## src/rtl/uart_tx_fifo.sv

```systemverilog
// uart_tx_fifo: DEPTH-entry byte FIFO in front of an 8N1-style serial transmitter.
// Optional build macro: UART_TX_PARITY_EN adds an even-parity bit between the
// data bits and the stop bit(s). The port list is identical in both builds.
module uart_tx_fifo #(
  parameter int unsigned CLKS_PER_BIT = 868,
  parameter int unsigned DEPTH        = 16,
  parameter int unsigned DATA_BITS    = 8,
  parameter int unsigned STOP_BITS    = 1
) (
  input  logic                     CLK,
  input  logic                     NRST,
  input  logic                     wr_en,
  input  logic [7:0]               wr_data,
  input  logic                     clr_ovf,
  output logic                     full,
  output logic                     empty,
  output logic [$clog2(DEPTH):0]   count,
  output logic                     busy,
  output logic                     overflow,
  output logic                     uart_tx
);

  localparam int unsigned AW        = $clog2(DEPTH);
  localparam int unsigned BW        = (CLKS_PER_BIT > 1) ? $clog2(CLKS_PER_BIT) : 1;
  localparam logic [BW-1:0] BAUD_LAST = BW'(CLKS_PER_BIT - 1);
  localparam logic [2:0]    DATA_LAST = 3'(DATA_BITS - 1);
  localparam logic [2:0]    STOP_LAST = 3'(STOP_BITS - 1);
  localparam logic [AW:0]   DEPTH_CNT = (AW + 1)'(DEPTH);

  typedef enum logic [2:0] {
    IDLE,
    START,
    DATA,
`ifdef UART_TX_PARITY_EN
    PARITY,
`endif
    STOP
  } state_e;

  // FIFO storage and bookkeeping
  logic [DATA_BITS-1:0] mem_q [DEPTH];
  logic [AW-1:0]        wr_ptr_q, wr_ptr_d;
  logic [AW-1:0]        rd_ptr_q, rd_ptr_d;
  logic [AW:0]          count_q, count_d;
  logic                 ovf_q, ovf_d;
  logic                 push, pop;
  logic [DATA_BITS-1:0] rd_data;

  // Transmitter
  state_e               state_q, state_d;
  logic [BW-1:0]        baud_q, baud_d;
  logic [2:0]           bit_q, bit_d;
  logic [DATA_BITS-1:0] shift_q, shift_d;
  logic                 tx_q, tx_d;
  logic                 baud_last;
  logic                 load;
`ifdef UART_TX_PARITY_EN
  logic                 parity_q, parity_d;
`endif

  assign full     = (count_q == DEPTH_CNT);
  assign empty    = (count_q == '0);
  assign count    = count_q;
  assign overflow = ovf_q;
  assign busy     = (state_q != IDLE);
  assign uart_tx  = tx_q;
  assign rd_data  = mem_q[rd_ptr_q];

  // FIFO next-state: a write while full is still accepted if the FSM pops in the same cycle
  always_comb begin
    push     = wr_en && (!full || pop);
    wr_ptr_d = push ? wr_ptr_q + 1'b1 : wr_ptr_q;
    rd_ptr_d = pop  ? rd_ptr_q + 1'b1 : rd_ptr_q;
    count_d  = count_q;
    unique case ({push, pop})
      2'b10:   count_d = count_q + 1'b1;
      2'b01:   count_d = count_q - 1'b1;
      default: count_d = count_q;
    endcase
    ovf_d = ovf_q;
    if (clr_ovf)
      ovf_d = 1'b0;
    if (wr_en && !push)
      ovf_d = 1'b1;
  end

  // FIFO pointers, occupancy and sticky overflow
  always_ff @(posedge CLK or negedge NRST) begin
    if (!NRST) begin
      wr_ptr_q <= '0;
      rd_ptr_q <= '0;
      count_q  <= '0;
      ovf_q    <= 1'b0;
    end else begin
      wr_ptr_q <= wr_ptr_d;
      rd_ptr_q <= rd_ptr_d;
      count_q  <= count_d;
      ovf_q    <= ovf_d;
    end
  end

  // FIFO storage write port (no reset needed on data)
  always_ff @(posedge CLK) begin
    if (push)
      mem_q[wr_ptr_q] <= wr_data[DATA_BITS-1:0];
  end

  // FSM next-state; tx_d is the line level for the cycle after this edge
  always_comb begin
    state_d   = state_q;
    baud_d    = baud_q;
    bit_d     = bit_q;
    shift_d   = shift_q;
    tx_d      = tx_q;
    pop       = 1'b0;
    load      = 1'b0;
    baud_last = (baud_q == BAUD_LAST);
`ifdef UART_TX_PARITY_EN
    parity_d  = parity_q;
`endif
    unique case (state_q)
      IDLE: begin
        tx_d = 1'b1;
        if (!empty)
          load = 1'b1;
      end
      START: begin
        if (baud_last) begin
          baud_d  = '0;
          bit_d   = '0;
          state_d = DATA;
          tx_d    = shift_q[0];
        end else begin
          baud_d = baud_q + 1'b1;
        end
      end
      DATA: begin
        if (baud_last) begin
          baud_d = '0;
          if (bit_q == DATA_LAST) begin
            bit_d = '0;
`ifdef UART_TX_PARITY_EN
            state_d = PARITY;
            tx_d    = parity_q;
`else
            state_d = STOP;
            tx_d    = 1'b1;
`endif
          end else begin
            bit_d   = bit_q + 3'd1;
            shift_d = shift_q >> 1;
            tx_d    = shift_q[1];
          end
        end else begin
          baud_d = baud_q + 1'b1;
        end
      end
`ifdef UART_TX_PARITY_EN
      PARITY: begin
        if (baud_last) begin
          baud_d  = '0;
          bit_d   = '0;
          state_d = STOP;
          tx_d    = 1'b1;
        end else begin
          baud_d = baud_q + 1'b1;
        end
      end
`endif
      STOP: begin
        tx_d = 1'b1;
        if (baud_last) begin
          baud_d = '0;
          if (bit_q == STOP_LAST) begin
            bit_d = '0;
            if (!empty)
              load = 1'b1;
            else
              state_d = IDLE;
          end else begin
            bit_d = bit_q + 3'd1;
          end
        end else begin
          baud_d = baud_q + 1'b1;
        end
      end
      default: begin
        state_d = IDLE;
        tx_d    = 1'b1;
      end
    endcase
    // Shared by IDLE and the end of STOP so back-to-back frames have no idle cycle
    if (load) begin
      pop     = 1'b1;
      shift_d = rd_data;
      state_d = START;
      baud_d  = '0;
      bit_d   = '0;
      tx_d    = 1'b0;
`ifdef UART_TX_PARITY_EN
      parity_d = ^rd_data;
`endif
    end
  end

  // FSM state, counters, shift register and registered line output
  always_ff @(posedge CLK or negedge NRST) begin
    if (!NRST) begin
      state_q  <= IDLE;
      baud_q   <= '0;
      bit_q    <= '0;
      shift_q  <= '0;
      tx_q     <= 1'b1;
`ifdef UART_TX_PARITY_EN
      parity_q <= 1'b0;
`endif
    end else begin
      state_q  <= state_d;
      baud_q   <= baud_d;
      bit_q    <= bit_d;
      shift_q  <= shift_d;
      tx_q     <= tx_d;
`ifdef UART_TX_PARITY_EN
      parity_q <= parity_d;
`endif
    end
  end

endmodule

```

## config.mk

```make
export PLATFORM = sky130hd
export DESIGN_NAME = uart_tx_fifo
export DESIGN_NICKNAME = d
export VERILOG_FILES = /design/src/rtl/uart_tx_fifo.sv
export SDC_FILE = /design/constraint.sdc
export NUM_CORES = 1
export LEC_CHECK = 0
export ABC_AREA = 1
export CORE_ASPECT_RATIO = 1.5
export CORE_MARGIN = 3
export CORE_UTILIZATION = 30
export CTS_BUF_LIST = sky130_fd_sc_hd__clkbuf_4 sky130_fd_sc_hd__clkbuf_8
export DETAILED_ROUTE_END_ITERATION = 6
export DONT_BUFFER_PORTS = 1
export PLACE_DENSITY = 0.55
export SLEW_MARGIN = 30
export SYNTH_ARGS = -nofsm -noshare
export SYNTH_HDL_FRONTEND = slang
export SYNTH_SLANG_ARGS = --single-unit
```

## constraint.sdc

```tcl
create_clock -name CLK -period 7.1 [get_ports CLK]
set_input_delay 1.065 -clock CLK [delete_from_list [all_inputs] [get_ports CLK]]
set_output_delay 1.065 -clock CLK [all_outputs]
set_load 0.01 [all_outputs]
```

# --- Yosys cells after proc, flatten, opt, wreduce, memory -nomap -nowiden ---
# Memories as Yosys holds them, arrays and structs flattened.
# Cells that the tools add are included.
totals:
  register_bits: 39
  ramBits: 128
  inputBits: 12
  out_inout_bits: 10
  word_cells: 89
  n_memories: 1
mem_list:
  columns: ["name", "words", "word_bits", "rd", "rd_ports_with_merged_regs", "wr", "line_no", "text"]
  rows:
  - ["mem_q", 16, 8, 1, 0, 1, "41", "logic [DATA_BITS-1:0] mem_q [DEPTH];"]
op_classes:
  n_addsub: 6
  n_eq_ne: 16
  mux: 37
  n_reduce_logical: 20
ops:
  columns: ["operator", "count"]
  rows:
  - ["$mux W3", 13]
  - ["$mux W8", 4]
  - ["$mux W10", 3]
  - ["$ne A3 B3 Y1 const B", 6]
  - ["$mux W1", 12]
  - ["$pmux W3 S4", 1]
  - ["$add A10 B1 Y10 const B", 1]
  - ["$eq A10 B10 Y1 const B", 1]
  - ["$pmux W5 S2", 1]
  - ["$reduce_bool A2 Y1", 5]
  - ["$pmux W3 S3", 1]
  - ["$add A4 B1 Y4 const B", 2]
  - ["$reduce_and A7 Y1", 1]
  - ["$eq A3 B2 Y1 const B", 2]
  - ["$logic_not A3 Y1", 2]
  - ["$add A5 B1 Y5 const B", 1]
  - ["$eq A5 B5 Y1 const B", 1]
  - ["$logic_not A5 Y1", 1]
  - ["$sub A5 B1 Y5 const B", 1]
  - ["$ne A2 B2 Y1 const B", 2]
  - ["$pmux W1 S2", 2]
  - ["$reduce_and A4 Y1", 1]
  - ["$reduce_bool A4 Y1", 1]
  - ["$add A3 B1 Y3 const B", 1]
  - ["11 further kinds", 13]

# --- Depth between registers and ports, before layout ---
logic_depth:
  depth_word: 11
  depth_mapped: 20
  mapped_depth_nobuf: 20

# --- Least setup slack after synthesis ---
# Ideal clock, no wire load.
synth_path:
  kind: "register to register"
  startpoint: "register state_q[0]"
  endpoint: "memory mem_q[10][0], enable pin"
  setup_time_ns: 0.383
  arrival_time_ns: 1.998
  required_ns: 6.717
  setup_slack_ns: 4.719
  stages_incl_launch_ff: 11
  path_buffers: 1
  period_less_slack_ns: 2.381
  path_cell_list: "dfrtp_1 -> inv_1 -> ha_1 -> inv_1 -> nand2_1 -> nor2_1 -> nand2_4 -> nand2_4 -> nand2_4 -> buf_6 -> nor3_1"
synth_between:
  elab_chain_cells: 7
  word_cells_on_any_way: 8
  classes_between: "eq/ne (1); mux (4); reduce/logical (3)"
synth_rtl:
  columns: ["element", "line_no", "text"]
  rows:
  - ["start: declaration", "50", "state_e state_q, state_d;"]
  - ["start signal: assignment", "218", "state_q <= state_d;"]
  - ["$eq A3 B2 Y1 / $logic_not A3 Y1 (equally long branches)", "121", "unique case (state_q)"]
  - ["$pmux W1 S2 (*)", "121", null]
  - ["$mux W1 (*)", "193", "if (load) begin"]
  - ["$logic_or A1 B1 Y1 (*)", "71", "push = wr_en && (!full || pop);"]
  - ["$logic_and A1 B1 Y1 (*)", "71", null]
  - ["$mux W1 (*)", "104", "if (push)"]
  - ["$mux W1 (implied by the code) (*)", "105", "mem_q[wr_ptr_q] <= wr_data[DATA_BITS-1:0];"]
  - ["end: declaration", "41", null]
# Every way passes the cells marked *; elsewhere a longest branch is shown, timed or not.

# --- Final worst setup path ---
layout_path:
  startpoint: "register rd_ptr_q[0]"
  endpoint: "register shift_q[2]"
layout_between:
  elab_chain_cells: 2
layout_rtl:
  columns: ["element", "line_no", "text"]
  rows:
  - ["start: declaration", "43", "logic [AW-1:0] rd_ptr_q, rd_ptr_d;"]
  - ["start signal: assignment", "96", "rd_ptr_q <= rd_ptr_d;"]
  - ["$mem_v2 Z16 W8", null, null]
  - ["$mux W8", "193", null]
  - ["end signal: assignment", "221", "shift_q <= shift_d;"]
  - ["end: declaration", "53", "logic [DATA_BITS-1:0] shift_q, shift_d;"]
# Every way passes these cells.
# A chain may end at the register's enable or synchronous reset.

==> flow_metrics.tcl <==
set metrics [dict create \
    grt_usage_pct 12.6 \
    switching_share_pct 28.0 \
    clk_pin_slew_ns 0.10 \
    via_per_inst 4.76 \
    synth_area_um2 7360 \
    utilization_pct 33.8 \
    cp-end-kind "flip-flop" \
    ys_seq_area_share_pct 65.2 \
    gp_congestion 0.779 \
    synth_cell_types 35 \
    post_cts_buffers 0 \
    path_class "reg -> reg" \
    die_h_um 198 \
    cts_max_level 4 \
    overflow 0 \
    internal_power_mw 1.50 \
    tightest_slew_ns 0.926 \
    r2r_start "rd_ptr_q[0]$_DFFE_PN0P_" \
    worstPathRequired_ns 7.44 \
    critPathArrivalTime_ns 3.39 \
    drive_gt1_share_pct 9.71 \
    p_leak_nw 2.89 \
    outcome "finished, final reports clean" \
    ys_warn_count 0 \
    power_frac_clock_pct 31.7 \
    final_nets 696 \
    grt_pass1_vias 4707 \
    start_util_pct 30.8 \
    grt_pass1_wl_um 25800 \
    cts_buffer_depth 2 \
    synth.top_cell.area_share_pct 52.2 \
    drv_slew 0 \
    num_vias 4755 \
    synth_nets 701 \
    yosys.area.top_type "edfxtp_1" \
    drt-pass1-iter-count 6 \
    clock_sinks 166 \
    ant_nets 0 \
    routed_wl_um 16200 \
    fmax_ghz 0.327 \
    hp-class "in -> async" \
    die_w_um 134 \
    clock_latency_ns 0.45 \
    dp_hpwl_um 10300 \
    synth_edf_count 128 \
    ir_drop_mv 0.135 \
    ys.flop_type "edfxtp_1" \
    fin_crit_ns 3.06 \
    startpoint "rd_ptr_q[0]$_DFFE_PN0P_" \
    io_buffers 0 \
    ctsHoldBuffers 0 \
    rsz0062_at_grt "false" \
    path_max_fanout 67 \
    drc_errors 0 \
    synthTopCellsByArea "edfxtp_1, dfrtp_1, nor2_1" \
    wire_per_inst_um 16.2 \
    syn_area_per_cell_um2 10.9 \
    fill_cells 2425 \
    seq_area_um2 4800 \
    rows 69 \
    yosysMostFrequentCell "edfxtp_1" \
    synth-async-reset-ratio_pct 22.9 \
    coreArea_um2 23900 \
    finalCritPeriodShare_pct 43.0 \
    synthTopCellsByCount "edfxtp_1, nor2_1, nand2_1, o21ai_0, nand3_1" \
    fin_tns_setup_ns 0 \
    hold_viol 0 \
    power_density_nw_per_um2 257 \
    seqPwrFrac_pct 57.7 \
    area_growth_pct 9.86 \
    skew_ns 0.0141 \
    start_kind "flip-flop" \
    ys_seq_elements 166 \
    pwr-share-comb_pct 10.6 \
    cts_root_buf "clkbuf_8" \
    first_iter_violations 235 \
    maxCapViolCount 0 \
    slew_headroom_pct 37.9 \
    grt_max_degree 68 \
    antenna_found_initial 0 \
    cts_buffers 17 \
    antenna_cells 0 \
    setup_violations 0 \
    multi_input_area_um2 2260 \
    synth_cells 672 \
    p_sw_uw 583 \
    cts_tree "built" \
    ctsResizeCount 0 \
    ioPinCount 22 \
    dieArea_um2 26500 \
]
[sequential cells by signal (all words and copies together), names as in the netlist]
register and cells:
mem_q 128, baud_q 10, shift_q 8, count 5, rd_ptr_q 4, wr_ptr_q 4, bit_q 3, state_q 2
overflow 1, uart_tx 1
[final timing paths]
check,to,slack (ns),cells past startpoint
max,shift_q[2]$_DFFE_PN0P_,4.04,9
min,baud_q[7]$_DFFE_PN0P_,0.30,0
max reg2reg,shift_q[2]$_DFFE_PN0P_,4.04,9
min reg2reg,uart_tx$_DFFE_PN1P_,0.52,2
max in group asynchronous,uart_tx$_DFFE_PN1P_,6.61,0
min in group CLK,uart_tx$_DFFE_PN1P_,0.52,2
[metal layers]
layer / GRT usage [%] / vias to the layer above / wire length (um)
met5: 0 / - / 0
met4: 3.51 / 0 / 122
met3: 2.72 / 6 / 571
met2: 23.2 / 74 / 8830
met1: 14.8 / 2338 / 6650
li1: - / 2337 / -
[layout by cell type, fill, tap and decap left out, types with 5 or more instances in the layout]
cell type / n
edfxtp_1: 128
nor2_1: 106
nand2_1: 75
o21ai_0: 75
nand3_1: 50
inv_1: 44
dfrtp_1: 35
o211ai_1: 29
a21oi_1: 18
clkbuf_8: 17
ha_1: 16
xor2_1: 8
nor3_2: 7
buf_4: 7
o21ai_1: 6
nand2_2: 5
a22oi_1: 5
inv_6: 5
[power groups by stage]
stage | clock, mW | sequential [mW] | combinational, mW
floorplan | 0 | 1.21 | 0.156
global placement | 0 | 1.22 | 0.223
detailed placement | 0 | 1.22 | 0.222
CTS | 0.677 | 1.20 | 0.223
global route | 0.720 | 1.21 | 0.252
finish | 0.660 | 1.20 | 0.219
[cell families (layout without fill, tap and decap cells)]
family / after synthesis / count (layout) / share of synthesized area (%)
compound gates: 139 / 139 / 10.9
xor+xnor: 9 / 9 / 1.07
simple gates: 258 / 258 / 15.1
buf+inv: 83 / 91 / 4.78
fa+ha+maj: 17 / 17 / 2.99
flops: 166 / 166 / 65.2
[critical path, stage by stage (launching register included)]
cell,delay [ns]
dfrtp_2,0.35
buf_4,0.55
clkinv_1,0.77
buf_4,0.51
o21ai_0,0.22
o211ai_1,0.12
nand3_1,0.15
nand3_1,0.12
nand2_1,0.07
nand2_1,0.05
[area by class of cell]
cell class	instances	area share [%]
Tap cell	319	4.94
Sequential cell	166	59.4
Inverter	52	2.43
Clock inverter	15	1.78
Multi-Input combinational cell	423	27.9
Timing Repair Buffer	7	0.650
Clock buffer	17	2.89
[per-stage QoR]
step	instance area [um2]	total power [mW]	std cells	setup WS, ns	hold slack, ns
after floorplan	7360	1.36	672	4.72	0.468
after global placement	7700	1.44	967	3.99	0.484
after detailed placement	7700	1.44	967	3.97	0.495
after CTS	8080	2.10	999	3.94	0.268
after global routing	8080	2.18	999	3.69	0.251
final	8080	2.08	999	4.04	0.301
Power figures use the tool's default switching activity.
